## src/rtl/dfm_gate_counter.sv

```systemverilog
// Reciprocal-count frequency meter core: aligns the preset gate to sig_in rising edges and
// reports Sys_CLK and sig_in period counts over the aligned gate, with a no-signal timeout.
`timescale 1ns/1ps
module dfm_gate_counter #(
  parameter int CNT_W   = 32,
  parameter int TIMEOUT = 60_000_000
) (
  input  logic             Sys_CLK,
  input  logic             Sys_RST,
  input  logic             gatein,
  input  logic             sig_in,
  output logic [CNT_W-1:0] ref_cnt_o,
  output logic [CNT_W-1:0] sig_cnt_o,
  output logic             valid,
  output logic             nosig,
  output logic             ovf,
  output logic             busy
);

  localparam int                TMO_W    = (TIMEOUT > 1) ? $clog2(TIMEOUT) : 1;
  localparam logic [TMO_W-1:0]  TMO_LAST = TMO_W'(TIMEOUT - 1);
  localparam logic [CNT_W-1:0]  CNT_MAX  = '1;

  typedef enum logic [1:0] {WAIT_LOW, ARMED, MEAS} state_t;

  state_t            state, state_nxt;
  logic [2:0]        sync_q;
  logic              rise;
  logic [CNT_W-1:0]  ref_cnt, ref_nxt, sig_cnt, sig_nxt;
  logic [CNT_W-1:0]  ref_inc, sig_inc;
  logic              ref_sat, sig_sat;
  logic [TMO_W-1:0]  tmo, tmo_nxt, tmo_step;
  logic              tmo_hit;
  logic              ovf_r, ovf_r_nxt;
  logic [CNT_W-1:0]  ref_o_nxt, sig_o_nxt;
  logic              valid_nxt, nosig_nxt, ovf_nxt;

  // Same synchronizer latency on opening and closing edges, so it cancels out of the span.
  assign rise    = sync_q[1] & ~sync_q[2];
  assign ref_sat = (ref_cnt == CNT_MAX);
  assign sig_sat = (sig_cnt == CNT_MAX);
  assign ref_inc = ref_sat ? ref_cnt : ref_cnt + CNT_W'(1);
  assign sig_inc = sig_sat ? sig_cnt : sig_cnt + CNT_W'(1);
  assign tmo_step = rise ? '0 : tmo + TMO_W'(1);
  assign tmo_hit  = (tmo == TMO_LAST) & ~rise;
  assign busy     = (state == MEAS);

  always_ff @(posedge Sys_CLK or posedge Sys_RST) begin
    if (Sys_RST) begin
      state     <= WAIT_LOW;
      sync_q    <= '0;
      ref_cnt   <= '0;
      sig_cnt   <= '0;
      tmo       <= '0;
      ovf_r     <= 1'b0;
      ref_cnt_o <= '0;
      sig_cnt_o <= '0;
      valid     <= 1'b0;
      nosig     <= 1'b0;
      ovf       <= 1'b0;
    end else begin
      state     <= state_nxt;
      sync_q    <= {sync_q[1:0], sig_in};
      ref_cnt   <= ref_nxt;
      sig_cnt   <= sig_nxt;
      tmo       <= tmo_nxt;
      ovf_r     <= ovf_r_nxt;
      ref_cnt_o <= ref_o_nxt;
      sig_cnt_o <= sig_o_nxt;
      valid     <= valid_nxt;
      nosig     <= nosig_nxt;
      ovf       <= ovf_nxt;
    end
  end

  always_comb begin
    state_nxt = state;
    ref_nxt   = ref_cnt;
    sig_nxt   = sig_cnt;
    tmo_nxt   = tmo;
    ovf_r_nxt = ovf_r;
    ref_o_nxt = ref_cnt_o;
    sig_o_nxt = sig_cnt_o;
    valid_nxt = 1'b0;
    nosig_nxt = nosig;
    ovf_nxt   = ovf;
    case (state)
      WAIT_LOW: begin
        tmo_nxt = '0;
        if (!gatein) state_nxt = ARMED;
      end
      ARMED: begin
        tmo_nxt = tmo_step;
        if (gatein && rise) begin
          state_nxt = MEAS;
          ref_nxt   = '0;
          sig_nxt   = '0;
          ovf_r_nxt = 1'b0;
          tmo_nxt   = '0;
        end else if (tmo_hit) begin
          state_nxt = WAIT_LOW;
          tmo_nxt   = '0;
          ref_o_nxt = '0;
          sig_o_nxt = '0;
          nosig_nxt = 1'b1;
          ovf_nxt   = 1'b0;
          valid_nxt = 1'b1;
        end
      end
      MEAS: begin
        tmo_nxt   = tmo_step;
        ref_nxt   = ref_inc;
        ovf_r_nxt = ovf_r | ref_sat;
        if (rise && gatein) begin
          sig_nxt   = sig_inc;
          ovf_r_nxt = ovf_r | ref_sat | sig_sat;
        end else if (rise) begin
          // Closing edge: this cycle itself belongs to the span, hence the +1 on both counts.
          state_nxt = ARMED;
          ref_o_nxt = ref_inc;
          sig_o_nxt = sig_inc;
          ovf_nxt   = ovf_r | ref_sat | sig_sat;
          nosig_nxt = 1'b0;
          valid_nxt = 1'b1;
        end else if (tmo_hit) begin
          state_nxt = WAIT_LOW;
          tmo_nxt   = '0;
          ref_o_nxt = '0;
          sig_o_nxt = '0;
          nosig_nxt = 1'b1;
          ovf_nxt   = 1'b0;
          valid_nxt = 1'b1;
        end
      end
      default: state_nxt = WAIT_LOW;
    endcase
  end

endmodule

```

## config.mk

```make
export PLATFORM = sky130hd
export DESIGN_NAME = dfm_gate_counter
export DESIGN_NICKNAME = d
export VERILOG_FILES = /design/src/rtl/dfm_gate_counter.sv
export SDC_FILE = /design/constraint.sdc
export NUM_CORES = 1
export LEC_CHECK = 0
export ABC_AREA = 0
export CORE_UTILIZATION = 35
export DETAILED_ROUTE_END_ITERATION = 10
export PLACE_DENSITY_LB_ADDON = 0.2
export SLEW_MARGIN = 20
export SYNTH_ARGS = -nofsm -noshare
export SYNTH_HDL_FRONTEND = slang
export SYNTH_SLANG_ARGS = --single-unit
```

## constraint.sdc

```tcl
create_clock -name Sys_CLK -period 8.2 [get_ports Sys_CLK]
set_input_delay 1.64 -clock Sys_CLK [delete_from_list [all_inputs] [get_ports Sys_CLK]]
set_output_delay 1.64 -clock Sys_CLK [all_outputs]
set_load 0.02 [all_outputs]
```

==> out/metrics.cfg, run 1 <==
[critical_path]
crit_fanout = 19
cp-end-kind = output port
r2r_start = state[0]$_DFFE_PP0P_
path_class = flip-flop to output port
worstSetupEndpoint = busy
required_ps = 6560
cp-startpoint = state[0]$_DFFE_PP0P_
startpoint_type = flip-flop
r2r-end = ref_cnt_o[30]$_DFFE_PP0P_
arrival_ps = 2320
worstRegToRegCells = 8
reg2reg_slack_ps = 5120

[sta]
layout_min_cycle_time_ps = 3955
slew_viol_final = 0
fin_crit_sh_pct = 48.24
setup_viol = 0
fmaxAchievable_mhz = 252.8
fin_ws_ps = 4245
rsz0062_at_grt = false
setup_tns_ps = 0
slew_headroom_pct = 35.25
tightest_slew_ps = 970.2
finalClockSkew_ps = 10.12
hold_viol = 0

[yosys]
syn_avg_cell_area_um2 = 8.806
ys_types = 66
synth_ff_type = dfrtp_1
synth_nets = 1042
ys_seq_elements = 163
yosysSeqAreaShare_pct = 44.97
synthArstFlopShare_pct = 100.0
synth-edff-count = 0
synthCells = 1030
ys_warn_count = 0
syn_area_mm2 = 0.009070

[finish]
num_antenna_cells = 0
final_nets = 1064
mostFrequentLayoutCell = dfrtp_1
ff_latch_area_mm2 = 0.004079
mostFrequentLayoutCells = dfrtp_1, nand2_1, o21ai_0
fill_cells = 2572
multi_input_area_mm2 = 0.004571
synthToLayoutAreaGrowth_pct = 16.02
drive_gt1_share_pct = 5.634

[clock_tree]
numCtsBuffers = 17
hold_buffers = 0
clock_sinks = 163
path_clk_slew_ps = 70
clock_latency_ps = 430
cts_setup_buffers = 0
cts_tree = done
cts_resized = 0
root_buffer = clkbuf_16
cts_max_level = 4
cts_buffer_depth = 2

[die]
core_mm2 = 0.02533
fp.dieArea_mm2 = 0.02656
row_count = 58
pin_count = 72
initial_core_util_pct = 35.81
die_h_um = 163.0
die_w_um = 163.0

[run_status]
status = complete, no violations

[detailed_routing]
first_pass_iters = 5
dr.first_iter.drc_count = 454
antenna_left = 0
viasPerCell = 5.651
routed-via-count = 7883
route.detailed.drc = 0
post_drt_wl_per_cell_um = 17.13
drt_wl_total_um = 23890

[placement]
dp_slack_ps = 3948
hpwl_um = 15820
globalplace.congestion = 0.8192
port_buffers = 71

[power]
power.density_mw_per_mm2 = 196.4
ir_worst_vdd_v = 0.0001008
p_leak_nw = 4.199

[grt]
grt-ovfl-total = 0
grt_pass1_vias = 7451
grt_pass1_wl_um = 39920
grtUsageTotal_pct = 18.85
grt_start_max_net_pins = 61
antenna_found_initial = 0

[worst_hold_path]
hp-class = flip-flop to flip-flop

[job]
max-cap-violations = 0

[final cells by class]
cell class / count / share of cell area [%]
multi-input combinational: 769 / 43.44
sequential: 163 / 38.76
timing repair buffer: 81 / 7.467
clock buffer: 19 / 4.114
tap: 330 / 3.924
clock inverter: 13 / 1.534
inverter: 20 / 0.7610
[critical path, stage by stage, from the launching register on]
cell and delay, ps:
dfrtp_1 420, inv_1 110, ha_1 580, clkdlybuf4s50_1 770
[worst min-delay path by stage]
stage	cells after the start	slack, ps	start	to
2_1_floorplan	0	330	sync_q[0]$_DFF_PP0_	sync_q[1]$_DFF_PP0_
3_3_place_gp	0	330	sync_q[0]$_DFF_PP0_	sync_q[1]$_DFF_PP0_
3_5_place_dp	0	340	sync_q[0]$_DFF_PP0_	sync_q[1]$_DFF_PP0_
4_1_cts	0	360	sync_q[0]$_DFF_PP0_	sync_q[1]$_DFF_PP0_
5_1_grt	0	370	sync_q[0]$_DFF_PP0_	sync_q[1]$_DFF_PP0_
6_report	0	350	sync_q[0]$_DFF_PP0_	sync_q[1]$_DFF_PP0_
[cells in the mapped netlist, types with 13 or more instances]
library cell / instances / area [µm²]
a31oi_1: 22 / 137.6
and3_1: 14 / 87.58
nor3_1: 17 / 85.08
xnor2_1: 25 / 219.0
a21oi_1: 53 / 265.3
o21ai_0: 117 / 585.6
nand2_1: 151 / 566.8
dfrtp_1: 163 / 4079
and2_1: 13 / 81.33
and4_1: 18 / 157.7
nand4_1: 26 / 162.7
buf_2: 21 / 105.1
o211ai_1: 14 / 105.1
o31ai_1: 30 / 225.2
inv_1: 20 / 75.07
xor2_1: 23 / 201.4
nand3_1: 66 / 330.3
or3_1: 15 / 93.84
clkbuf_1: 50 / 187.7
nor2_1: 38 / 142.6
[logic make-up after synthesis]
kind of cell | synth area share, %
DFF | 44.97
AOI/OAI and AO/OA | 20.64
muxes | 0.8967
and+or+nand+nor | 23.07
buffers and inverters | 4.690
xor gates and xnor gates | 4.635
adders and majority gates | 1.104
[per-stage QoR]
stage,util [%],area [µm²],instances,total power [mW],hold slack [ps]
3_5_place_dp,39.20,9928,1363,1.265,342.7
2_1_floorplan,-,9070,1030,1.146,331.2
5_1_grt,41.55,10520,1395,2.177,368.6
6_report,41.55,10520,1395,2.066,354.7
3_3_place_gp,39.20,9928,1363,1.262,334.1
4_1_cts,41.55,10520,1395,2.091,359.2
[power by group]
part / total, mW / internal, mW / leakage, nW / switching (mW)
Sequential: 0.850 / 0.825 / 2.26 / 0.0251
Clock: 0.819 / 0.479 / 0.291 / 0.340
Combinational: 0.397 / 0.117 / 1.65 / 0.280
Total: 2.07 / 1.42 / 4.20 / 0.645
[sequential cells by signal, summed over array words and instances, names as in the netlist, 2 cells and up]
| signal | cells |
|---|---|
| ref_cnt | 32 |
| ref_cnt_o | 32 |
| sig_cnt | 32 |
| sig_cnt_o | 32 |
| state | 2 |
| sync_q | 3 |
| tmo | 26 |
[per-layer routing]
| layer | up-vias | GRT usage, % | part of all wire [%] | wire length, µm |
|---|---|---|---|---|
| met5 | - | 0 | 0 | 0 |
| met4 | 0 | 5.480 | 1.1 | 272 |
| met3 | 21 | 3.056 | 3.8 | 898 |
| met2 | 150 | 28.97 | 45 | 10840 |
| met1 | 3880 | 27.13 | 50 | 11890 |
| li1 | 3832 | - | - | - |
Note: power is estimated with default switching activity, not from simulation.
==> inputs of run 2 (changes only) <==
==> constraint.sdc (replaced) <==
create_clock -name Sys_CLK -period 4.09 [get_ports Sys_CLK]
set_input_delay 0.818 -clock Sys_CLK [delete_from_list [all_inputs] [get_ports Sys_CLK]]
set_output_delay 0.818 -clock Sys_CLK [all_outputs]
set_load 0.02 [all_outputs]
==> run 2 against run 1 <==
Net effect: non-clock buffer count grew 8; count of clock-buffer cells in the layout is 1 higher; final area grew 0.90%; combinational power up 110%; cell count increased by 0.50%; sequential cell count unchanged; clock skew hardly changed; largest power group unchanged.
==> out/metrics.cfg, run 2 (synthesized netlist as in run 1, its figures left out) <==
[clock_tree]
cts_tree = done  ; unchanged
cts_buffer_depth = 2  ; unchanged
root_buffer = clkbuf_16  ; unchanged
hold_buffers = 0  ; unchanged
cts_setup_buffers = 0  ; unchanged
cts_max_level = 4  ; unchanged
numCtsBuffers = 17  ; unchanged
path_clk_slew_ps = 70  ; about the same
clock_sinks = 163  ; unchanged
cts_resized = 0  ; unchanged
clock_latency_ps = 430  ; about the same

[sta]
setup_tns_ps = 0  ; unchanged
tightest_slew_ps = 969.9  ; was 970.2 ps
hold_viol = 0  ; unchanged
slew_viol_final = 0  ; unchanged
setup_viol = 0  ; unchanged
fin_ws_ps = 970.2  ; was 4245 ps
fin_crit_sh_pct = 76.28
layout_min_cycle_time_ps = 3120
slew_headroom_pct = 35.34  ; was 35.25%
rsz0062_at_grt = false  ; unchanged
finalClockSkew_ps = 9.738  ; was 10.12 ps
fmaxAchievable_mhz = 320.5

[critical_path]
reg2reg_slack_ps = 1040  ; was 5120 ps
cp-end-kind = output port  ; unchanged
crit_fanout = 19  ; unchanged
path_class = flip-flop to output port  ; unchanged
worstSetupEndpoint = busy  ; unchanged
r2r-end = ovf$_DFFE_PP0P_  ; was ref_cnt_o[30]$_DFFE_PP0P_
arrival_ps = 2300  ; was 2320 ps
worstRegToRegCells = 8  ; unchanged
r2r_start = state[0]$_DFFE_PP0P_  ; unchanged
required_ps = 3270  ; was 6560 ps
startpoint_type = flip-flop  ; unchanged
cp-startpoint = state[0]$_DFFE_PP0P_  ; unchanged

[detailed_routing]
dr.first_iter.drc_count = 541  ; was 454
drt_wl_total_um = 24020  ; was 23890 µm
first_pass_iters = 5  ; unchanged
post_drt_wl_per_cell_um = 17.13  ; about the same
routed-via-count = 7835  ; was 7883
antenna_left = 0  ; unchanged
route.detailed.drc = 0  ; unchanged
viasPerCell = 5.588  ; was 5.651

[placement]
port_buffers = 71  ; unchanged
hpwl_um = 16190  ; was 15820 µm
globalplace.congestion = 0.8298  ; was 0.8192
dp_slack_ps = 752.0  ; was 3948 ps

[die]
pin_count = 72  ; unchanged
row_count = 58  ; unchanged
fp.dieArea_mm2 = 0.02656  ; unchanged
core_mm2 = 0.02533  ; unchanged
initial_core_util_pct = 35.81  ; unchanged
die_w_um = 163.0  ; unchanged
die_h_um = 163.0  ; unchanged

[grt]
grt_start_max_net_pins = 58  ; was 61
grt-ovfl-total = 0  ; unchanged
grtUsageTotal_pct = 19.13  ; was 18.85%
grt_pass1_wl_um = 40680  ; was 39920 µm
grt_pass1_vias = 7621  ; was 7451
antenna_found_initial = 1  ; was 0

[job]
max-cap-violations = 0  ; unchanged

[finish]
synthToLayoutAreaGrowth_pct = 17.06  ; was 16.02%
num_antenna_cells = 0  ; unchanged
mostFrequentLayoutCells = dfrtp_1, nand2_1, o21ai_0  ; unchanged
fill_cells = 2510  ; was 2572
mostFrequentLayoutCell = dfrtp_1  ; unchanged
drive_gt1_share_pct = 6.250  ; was 5.634%
final_nets = 1072  ; was 1064

[power]
ir_worst_vdd_v = 0.0002249  ; was 0.0001008 V
power_mw = 4.208  ; was 2.066 mW
power.density_mw_per_mm2 = 396.3  ; was 196.4 mW/mm²
p_leak_nw = 4.238  ; was 4.199 nW

[worst_hold_path]
hp-class = flip-flop to flip-flop  ; unchanged

[run_status]
status = complete, no violations  ; unchanged

==> run 2: cell types whose count changed in the layout (fill, tap and decap cells not counted), sizes merged <==
cell,previous run,this run
buf,10,18
inv,20,21
clkbuf,19,20
clkinvlp,1,5
clkinv,9,2
==> run 2: per-stage QoR <==
step	hold WS (ps)	area (µm²)	std cells	utilization [%]
3_5_place_dp	382.5	10010	1371	39.52
3_3_place_gp	382.4	10010	1371	39.52
6_report	413.5	10620	1402	41.92
5_1_grt	411.2	10620	1402	41.92
4_1_cts	398.9	10620	1402	41.92
2_1_floorplan	331.2	9074	1030	-
==> run 2: how the worst min path moves through the flow <==
| stage | start | to | cells past startpoint |
|---|---|---|---|
| finish | sync_q[0]$_DFF_PP0_ | sync_q[1]$_DFF_PP0_ | 0 |
| floorplan | sync_q[0]$_DFF_PP0_ | sync_q[1]$_DFF_PP0_ | 0 |
| detailed placement | sync_q[0]$_DFF_PP0_ | sync_q[1]$_DFF_PP0_ | 0 |
| global route | sync_q[0]$_DFF_PP0_ | sync_q[1]$_DFF_PP0_ | 0 |
| CTS | sync_q[0]$_DFF_PP0_ | sync_q[1]$_DFF_PP0_ | 0 |
| global placement | sync_q[0]$_DFF_PP0_ | sync_q[1]$_DFF_PP0_ | 0 |
==> run 2: worst max-delay path, cell delays in order, from the launching register on <==
cell             delay, ps
dfrtp_1                420
inv_1                  120
ha_1                   580
clkdlybuf4s50_1        770
==> run 2: area by class of cell <==
cell class / instances / area [µm²] / share of cell area [%]
Multi-Input combinational cell: 769 / 4568 / 43.02
Sequential cell: 163 / 4079 / 38.42
Timing Repair Buffer: 89 / 870.8 / 8.202
Clock buffer: 20 / 456.7 / 4.301
Tap cell: 330 / 412.9 / 3.889
Clock inverter: 11 / 151.4 / 1.426
Inverter: 20 / 78.83 / 0.7424
==> run 2: power breakdown <==
group / switching (mW) / internal, mW / total (mW)
sequential: 0.0525 / 1.65 / 1.71
clock: 0.689 / 0.994 / 1.68
combinational: 0.570 / 0.248 / 0.818
==> run 2: routing by layer <==
metal	global-route usage, %	share of wire (%)	routed length (µm)	vias up
li1	-	-	-	3825
met1	27.81	49	11850	3815
met2	29.26	45	10880	174
met3	3.667	4.5	1081	21
met4	4.163	0.88	212	0
met5	0	0	0	-
